--- src/rtl/traffic_sensor_conditioner_pkg.sv ---
// traffic_sensor_conditioner_pkg: channel state encoding and default timing constants.
package traffic_pkg;
    typedef enum logic [1:0] {IDLE, QUAL, ACTIVE, HOLD} chan_state_t;
    localparam int DEF_SYNC_STAGES = 2;
    localparam int DEF_DEB_CYCLES = 4;
    localparam int DEF_HOLD_CYCLES = 8;
    localparam int DEF_FAULT_CYCLES = 1024;
endpackage

--- src/rtl/traffic_sensor_conditioner_if.sv ---
// traffic_sensor_conditioner_if: raw detector inputs and conditioned occupancy/fault outputs.
interface traffic_sensor_conditioner_if;
    logic raw_a, raw_b, TA, TB, fault_a, fault_b;
    modport master (output raw_a, raw_b, input TA, TB, fault_a, fault_b);
    modport slave (input raw_a, raw_b, output TA, TB, fault_a, fault_b);
endinterface

--- src/rtl/traffic_sensor_conditioner_channel.sv ---
// sensor_channel: synchroniser, debounce/hold FSM and, with TRAFFIC_SENSOR_FAULT_EN, a sticky stuck-high detector.
module sensor_channel
    import traffic_pkg::*;
#(
    parameter int SYNC_STAGES = DEF_SYNC_STAGES,
    parameter int DEB_CYCLES = DEF_DEB_CYCLES,
    parameter int HOLD_CYCLES = DEF_HOLD_CYCLES,
    parameter int FAULT_CYCLES = DEF_FAULT_CYCLES
) (
    input  logic clk,
    input  logic rst,
    input  logic raw,
    output logic out,
    output logic fault
);
    localparam int CW = $clog2((DEB_CYCLES > HOLD_CYCLES ? DEB_CYCLES : HOLD_CYCLES) + 1);

    if (SYNC_STAGES < 2 || SYNC_STAGES > 4) begin : g_bad_sync
        $error("SYNC_STAGES must be 2..4");
    end
    if (DEB_CYCLES < 1 || HOLD_CYCLES < 1 || FAULT_CYCLES < 1) begin : g_bad_cycles
        $error("cycle parameters must be at least 1");
    end

    logic [SYNC_STAGES-1:0] sync;
    logic [CW-1:0] cnt, cnt_nx;
    chan_state_t state, state_nx;
    logic s, kill;

    assign s = sync[SYNC_STAGES-1];
    assign out = (state == ACTIVE) || (state == HOLD);

    always_ff @(posedge clk or posedge rst) begin
        if (rst) begin
            sync <= '0;
            state <= IDLE;
            cnt <= '0;
        end else begin
            sync <= {sync[SYNC_STAGES-2:0], raw};
            state <= state_nx;
            cnt <= cnt_nx;
        end
    end

    always_comb begin
        state_nx = state;
        cnt_nx = cnt;
        case (state)
            IDLE: if (s) begin
                state_nx = QUAL;
                cnt_nx = CW'(1);
            end
            QUAL: if (!s) begin
                state_nx = IDLE;
                cnt_nx = '0;
            end else if (cnt == CW'(DEB_CYCLES)) begin
                state_nx = ACTIVE;
                cnt_nx = '0;
            end else cnt_nx = cnt + CW'(1);
            ACTIVE: if (!s) begin
                state_nx = HOLD;
                cnt_nx = CW'(1);
            end
            HOLD: if (s) begin
                state_nx = ACTIVE;
                cnt_nx = '0;
            end else if (cnt == CW'(HOLD_CYCLES)) begin
                state_nx = IDLE;
                cnt_nx = '0;
            end else cnt_nx = cnt + CW'(1);
            default: begin
                state_nx = IDLE;
                cnt_nx = '0;
            end
        endcase
        if (kill) begin
            state_nx = IDLE;
            cnt_nx = '0;
        end
    end

`ifdef TRAFFIC_SENSOR_FAULT_EN
    localparam int FW = $clog2(FAULT_CYCLES + 1);
    logic [FW-1:0] fcnt;
    logic fault_q, hit;

    // hit fires on the edge the stuck count reaches the limit, so the channel drops on that same edge
    assign hit = s && (fcnt == FW'(FAULT_CYCLES - 1));
    assign kill = fault_q | hit;
    assign fault = fault_q;

    always_ff @(posedge clk or posedge rst) begin
        if (rst) begin
            fcnt <= '0;
            fault_q <= 1'b0;
        end else begin
            fcnt <= !s ? '0 : (fcnt == FW'(FAULT_CYCLES) ? fcnt : fcnt + FW'(1));
            fault_q <= fault_q | hit;
        end
    end
`else
    assign kill = 1'b0;
    assign fault = 1'b0;
`endif
endmodule

--- src/rtl/traffic_sensor_conditioner.sv ---
// traffic_sensor_conditioner: two independent detector conditioning channels feeding TA/TB.
// Optional stuck-detector fault logic is built when TRAFFIC_SENSOR_FAULT_EN is defined.
module traffic_sensor_conditioner
    import traffic_pkg::*;
#(
    parameter int SYNC_STAGES = DEF_SYNC_STAGES,
    parameter int DEB_CYCLES = DEF_DEB_CYCLES,
    parameter int HOLD_CYCLES = DEF_HOLD_CYCLES,
    parameter int FAULT_CYCLES = DEF_FAULT_CYCLES
) (
    input logic clk,
    input logic rst,
    traffic_sensor_conditioner_if.slave bus
);
    sensor_channel #(
        .SYNC_STAGES(SYNC_STAGES), .DEB_CYCLES(DEB_CYCLES),
        .HOLD_CYCLES(HOLD_CYCLES), .FAULT_CYCLES(FAULT_CYCLES)
    ) u_a (
        .clk(clk), .rst(rst), .raw(bus.raw_a), .out(bus.TA), .fault(bus.fault_a)
    );

    sensor_channel #(
        .SYNC_STAGES(SYNC_STAGES), .DEB_CYCLES(DEB_CYCLES),
        .HOLD_CYCLES(HOLD_CYCLES), .FAULT_CYCLES(FAULT_CYCLES)
    ) u_b (
        .clk(clk), .rst(rst), .raw(bus.raw_b), .out(bus.TB), .fault(bus.fault_b)
    );
endmodule

--- src/flat_wrapper.sv ---
// flat-port wrapper written by rule: the top's interface ports become plain ports
module traffic_sensor_conditioner_flat import traffic_pkg::*;
#(
    parameter int SYNC_STAGES = DEF_SYNC_STAGES,
    parameter int DEB_CYCLES = DEF_DEB_CYCLES,
    parameter int HOLD_CYCLES = DEF_HOLD_CYCLES,
    parameter int FAULT_CYCLES = DEF_FAULT_CYCLES
)
  (clk, rst, bus_raw_a, bus_raw_b, bus_TA, bus_TB, bus_fault_a, bus_fault_b);
  traffic_sensor_conditioner_if bus_i ();
  input logic clk;
  input logic rst;
  input wire logic [$bits(bus_i.raw_a)-1:0] bus_raw_a;
  input wire logic [$bits(bus_i.raw_b)-1:0] bus_raw_b;
  output wire logic [$bits(bus_i.TA)-1:0] bus_TA;
  output wire logic [$bits(bus_i.TB)-1:0] bus_TB;
  output wire logic [$bits(bus_i.fault_a)-1:0] bus_fault_a;
  output wire logic [$bits(bus_i.fault_b)-1:0] bus_fault_b;
  assign bus_i.raw_a = bus_raw_a;
  assign bus_i.raw_b = bus_raw_b;
  assign bus_TA = bus_i.TA;
  assign bus_TB = bus_i.TB;
  assign bus_fault_a = bus_i.fault_a;
  assign bus_fault_b = bus_i.fault_b;
  traffic_sensor_conditioner #(.SYNC_STAGES(SYNC_STAGES), .DEB_CYCLES(DEB_CYCLES), .HOLD_CYCLES(HOLD_CYCLES), .FAULT_CYCLES(FAULT_CYCLES)) u_core (.clk(clk), .rst(rst), .bus(bus_i));
endmodule
--- config.mk ---
export PLATFORM = sky130hd
export DESIGN_NAME = traffic_sensor_conditioner_flat
export DESIGN_NICKNAME = d
export VERILOG_FILES = /design/src/rtl/traffic_sensor_conditioner_pkg.sv /design/src/rtl/traffic_sensor_conditioner_if.sv /design/src/rtl/traffic_sensor_conditioner_channel.sv /design/src/rtl/traffic_sensor_conditioner.sv /design/src/flat_wrapper.sv
export SDC_FILE = /design/constraint.sdc
export NUM_CORES = 1
export LEC_CHECK = 0
export CAP_MARGIN = 20
export CORE_UTILIZATION = 58
export CTS_BUF_LIST = sky130_fd_sc_hd__clkbuf_16
export CTS_CLUSTER_SIZE = 30
export DETAILED_ROUTE_END_ITERATION = 7
export GPL_ROUTABILITY_DRIVEN = 0
export PLACE_DENSITY = 0.84
export SLEW_MARGIN = 20
export SYNTH_ARGS = -nofsm -noshare
export SYNTH_HDL_FRONTEND = slang
export SYNTH_SLANG_ARGS = --single-unit
--- constraint.sdc ---
create_clock -name clk -period 3.5 [get_ports clk]
set_clock_uncertainty 0.2 [all_clocks]
set_input_delay 0.35 -clock clk [delete_from_list [all_inputs] [get_ports clk]]
set_output_delay 0.35 -clock clk [all_outputs]
set_load 0.02 [all_outputs]
==> results.py <==
metrics = {
    "outcome": {
        "run_status": "finished, final reports clean",
    },
    "pwr": {
        "switching_share": 0.3503,
        "power_density_nw_per_um2": 877.5,
        "static-leakage-power_nw": 0.4491,
        "power.net_switching_mw": 0.3035,
        "power.internal_mw": 0.5628,
        "comb_pwr_share": 0.372,
        "share_clk_of_total_power": 0.250,
        "max-vdd-ir-drop_mv": 0.7494,
        "power.sequential.fraction": 0.378,
    },
    "floorplanning": {
        "num_io_pins": 8,
        "floorplan.initialDensity": 0.6435,
        "rows": 13,
        "die_width_um": 40.47,
        "design.die.area_sq_um": 1638,
        "chipHeight_um": 40.47,
        "core-area_sq_um": 1334,
    },
    "clock_network": {
        "post_cts_resize_count": 0,
        "count_of_h_tree_levels_built_during_cts": 1,
        "holdBufCountCts": 0,
        "tritoncts": "done",
        "clock_latency_ns": 0.25,
        "clock-sinks": 16,
        "post_cts_buffers": 0,
        "cts-root-buf": "sky130_fd_sc_hd__clkbuf_16",
        "clk_pin_slew_worst_paths_ns": 0.05,
        "cts.path.max_buffers": 2,
        "tritoncts.num_buffers": 3,
    },
    "layout": {
        "layout.core_utilization": 0.7402,
        "antennaDiodeCount": 0,
        "layout.cells.non_filler": 98,
        "area.growth.synth_to_final_pct": 15.01,
        "drive_gt1_frac": 0.1807,
        "fillCellCount": 95,
        "nNetsFinal": 92,
    },
    "critical_path": {
        "cp_top_family": "buffers and inverters",
        "setup.worst_path.end_class": "output pin",
        "critical_path_buf_inv_count": 1,
        "worst-endpoint-arrival_ns": 1.32,
        "path_class": "flop to output pin",
        "path_cells": "clkdlybuf4s50_1",
        "crit_path_top_delay_cell": "sky130_fd_sc_hd__clkdlybuf4s50_1",
        "timing.critical_path.from_type": "flop",
        "max_stage_delay_ns": 0.64,
        "cp_max_fo": 5,
        "r2r_start": "u_core.u_b.cnt[0]",
        "worst-endpoint-required_ns": 2.95,
    },
    "yosys": {
        "yosysWarnings": 0,
        "synth_most_common_cell": "sky130_fd_sc_hd__dfrtp_1",
        "muxShareOfSynthArea": 0.03499,
        "synth_cells": 77,
        "yosys_register_bits": 16,
        "synth-simple-area-share": 0.2085,
        "postSynth.topFlopCell": "sky130_fd_sc_hd__dfrtp_1",
        "seq_area_frac_synth": 0.4665,
        "postSynthAreaPerCell_sq_um": 11.15,
        "synth_enable_flop_cells": 0,
        "synthTopCellsByArea": "sky130_fd_sc_hd__dfrtp_1, sky130_fd_sc_hd__ha_1, sky130_fd_sc_hd__mux2_4",
        "synth-compound-area-share": 0.1691,
        "post-synth-top-area-fraction": 0.4665,
        "netlist.top_cell.by_area": "sky130_fd_sc_hd__dfrtp_1",
        "synth.lib_cells_used.distinct": 33,
        "dominant_combinational_cell_family_by_area_after_synthesis": "simple AND/OR/NAND/NOR gates",
        "syn_area_sq_um": 858.3,
        "ys_top_cells_by_count": "sky130_fd_sc_hd__dfrtp_1, sky130_fd_sc_hd__inv_1, sky130_fd_sc_hd__o21ai_1",
        "asyncSetResetFlopFracSynth": 1.000,
        "yosys.area_share.xor_xnor": 0.01020,
        "post_synth_fa_ha_maj_area_fraction": 0.05831,
    },
    "sta": {
        "timing.final.ws_setup_ns": 1.631,
        "final.min_clock_period_ns": 1.869,
        "rsz0062_at_grt": "false",
        "finalHoldWorstSlack_ns": 0.1462,
        "tightestPinTransition_ns": 0.5493,
        "timing.final.setup_violations": 0,
        "max_slew_headroom": 0.6334,
        "setup-tns-final_ns": 0,
        "slew_viol_final": 0,
        "fmaxAchievable_ghz": 0.5351,
        "number_of_hold_slack_violations_in_the_final_timing_report": 0,
        "period_share": 0.5340,
    },
    "placed_design": {
        "post-dp-hpwl_um": 965.6,
        "number_of_buffers_added_on_ports": 5,
        "place_inst": 94,
        "detailedPlace.worstSlack_ns": 1.796,
    },
    "detailed_routing": {
        "avgViaCountPerCell": 5.735,
        "wl_per_cell_um": 13.47,
        "drt_pre_antenna_iters": 4,
        "detailroute.via_count": 562,
        "route.detailed.drc": 0,
        "routed_wirelength_um": 1320,
        "remaining_antenna_violation_count": 0,
        "detailedRoute.firstIterationViolations": 15,
    },
    "job": {
        "maxCapViolations": 0,
    },
    "grt": {
        "grtUsageTotal": 0.2070,
        "grt_antenna_before_repair": 0,
        "via_count_of_the_first_global_routing_pass": 480,
        "first_pass_grt_wire_length_um": 2076,
        "largest_net_degree_at_the_start_of_global_routing": 17,
        "globalRoute.totalOverflow": 0,
    },
    "worst_hold_path": {
        "worst_min_delay_path_class": "flop to flop",
        "hold_path_startpoint": "u_core.u_b.sync[0]",
    },
}
[kinds of logic (layout without fill, tap and decap cells)]
family	Yosys count	count (layout)
simple gates	25	25
compound gates	19	19
flops	16	16
buf+inv	9	14
fa+ha+maj	4	4
mux	2	2
other cells	1	2
xor+xnor	1	1
[area by class of cell]
cell class / count / area, sq um / area share
clock inverters: 1 / 3.754 / 0.003802
multi-input cells: 53 / 420.4 / 0.4259
clock buffers: 3 / 75.07 / 0.07605
flip-flops and latches: 16 / 400.4 / 0.4056
repair buffers: 5 / 50.05 / 0.05070
well taps: 15 / 18.77 / 0.01901
inverters: 5 / 18.77 / 0.01901
[worst paths after layout]
path	to	slack, ns	depth (start not counted)
hold / removal	u_core.u_b.sync[1]	0.15	0
setup reg to reg	u_core.u_b.cnt[3]	1.76	6
setup / recovery	bus_TA	1.63	1
min in group asynchronous	u_core.u_a.cnt[1]	0.26	2
max in group asynchronous	u_core.u_a.sync[1]	2.47	2
hold reg to reg	u_core.u_b.sync[1]	0.15	0
[stage by stage]
step / instance area [sq um] / total power [mW]
6_report: 987.2 / 0.8663
5_1_grt: 987.2 / 0.9243
4_1_cts: 987.2 / 0.8703
3_5_place_dp: 908.4 / 0.6466
3_3_place_gp: 908.4 / 0.6312
2_1_floorplan: 862.1 / 0.5697
[layer usage]
| layer | vias to the layer above | GRT usage | share of wire |
|---|---|---|---|
| met4 | 0 | 0.07500 | 0.0061 |
| met1 | 262 | 0.2535 | 0.50 |
| met2 | 15 | 0.3135 | 0.44 |
| li1 | 283 | - | - |
| met5 | - | 0 | 0 |
| met3 | 2 | 0.1000 | 0.049 |
[placed cells by master (no fill, tap or decap)]
master	count
sky130_fd_sc_hd__clkinv_1	1
sky130_fd_sc_hd__and2_1	2
sky130_fd_sc_hd__nand2_2	1
sky130_fd_sc_hd__or2_1	1
sky130_fd_sc_hd__nand3b_1	4
sky130_fd_sc_hd__a22oi_2	2
sky130_fd_sc_hd__nor2b_4	2
sky130_fd_sc_hd__inv_1	5
sky130_fd_sc_hd__a21oi_1	3
sky130_fd_sc_hd__and3_2	1
sky130_fd_sc_hd__or3_4	1
sky130_fd_sc_hd__o21ai_1	5
sky130_fd_sc_hd__nor2b_2	1
sky130_fd_sc_hd__a41oi_1	1
sky130_fd_sc_hd__clkdlybuf4s50_1	5
sky130_fd_sc_hd__a32o_2	1
sky130_fd_sc_hd__xor2_1	1
sky130_fd_sc_hd__nor3b_1	1
sky130_fd_sc_hd__clkbuf_16	3
sky130_fd_sc_hd__nand2b_1	2
sky130_fd_sc_hd__nor2b_1	1
sky130_fd_sc_hd__o31ai_1	1
sky130_fd_sc_hd__dfrtp_1	16
sky130_fd_sc_hd__nand3_1	2
sky130_fd_sc_hd__ha_1	4
sky130_fd_sc_hd__mux2_4	2
sky130_fd_sc_hd__a31oi_1	2
sky130_fd_sc_hd__o211ai_1	1
sky130_fd_sc_hd__and3b_1	2
sky130_fd_sc_hd__o2bb2ai_1	1
sky130_fd_sc_hd__a21o_1	1
sky130_fd_sc_hd__a32oi_2	1
sky130_fd_sc_hd__nand2_1	4
sky130_fd_sc_hd__conb_1	2
[power groups by stage]
stage                     Sequential, mW  Clock, mW  Combinational [mW]
after global placement             0.322          0               0.309
after global routing               0.336      0.227               0.361
after CTS                          0.326      0.221               0.324
after floorplan                    0.307          0               0.263
final                              0.327      0.217               0.323
after detailed placement           0.328          0               0.319
Note: power is estimated with default switching activity, not from simulation.
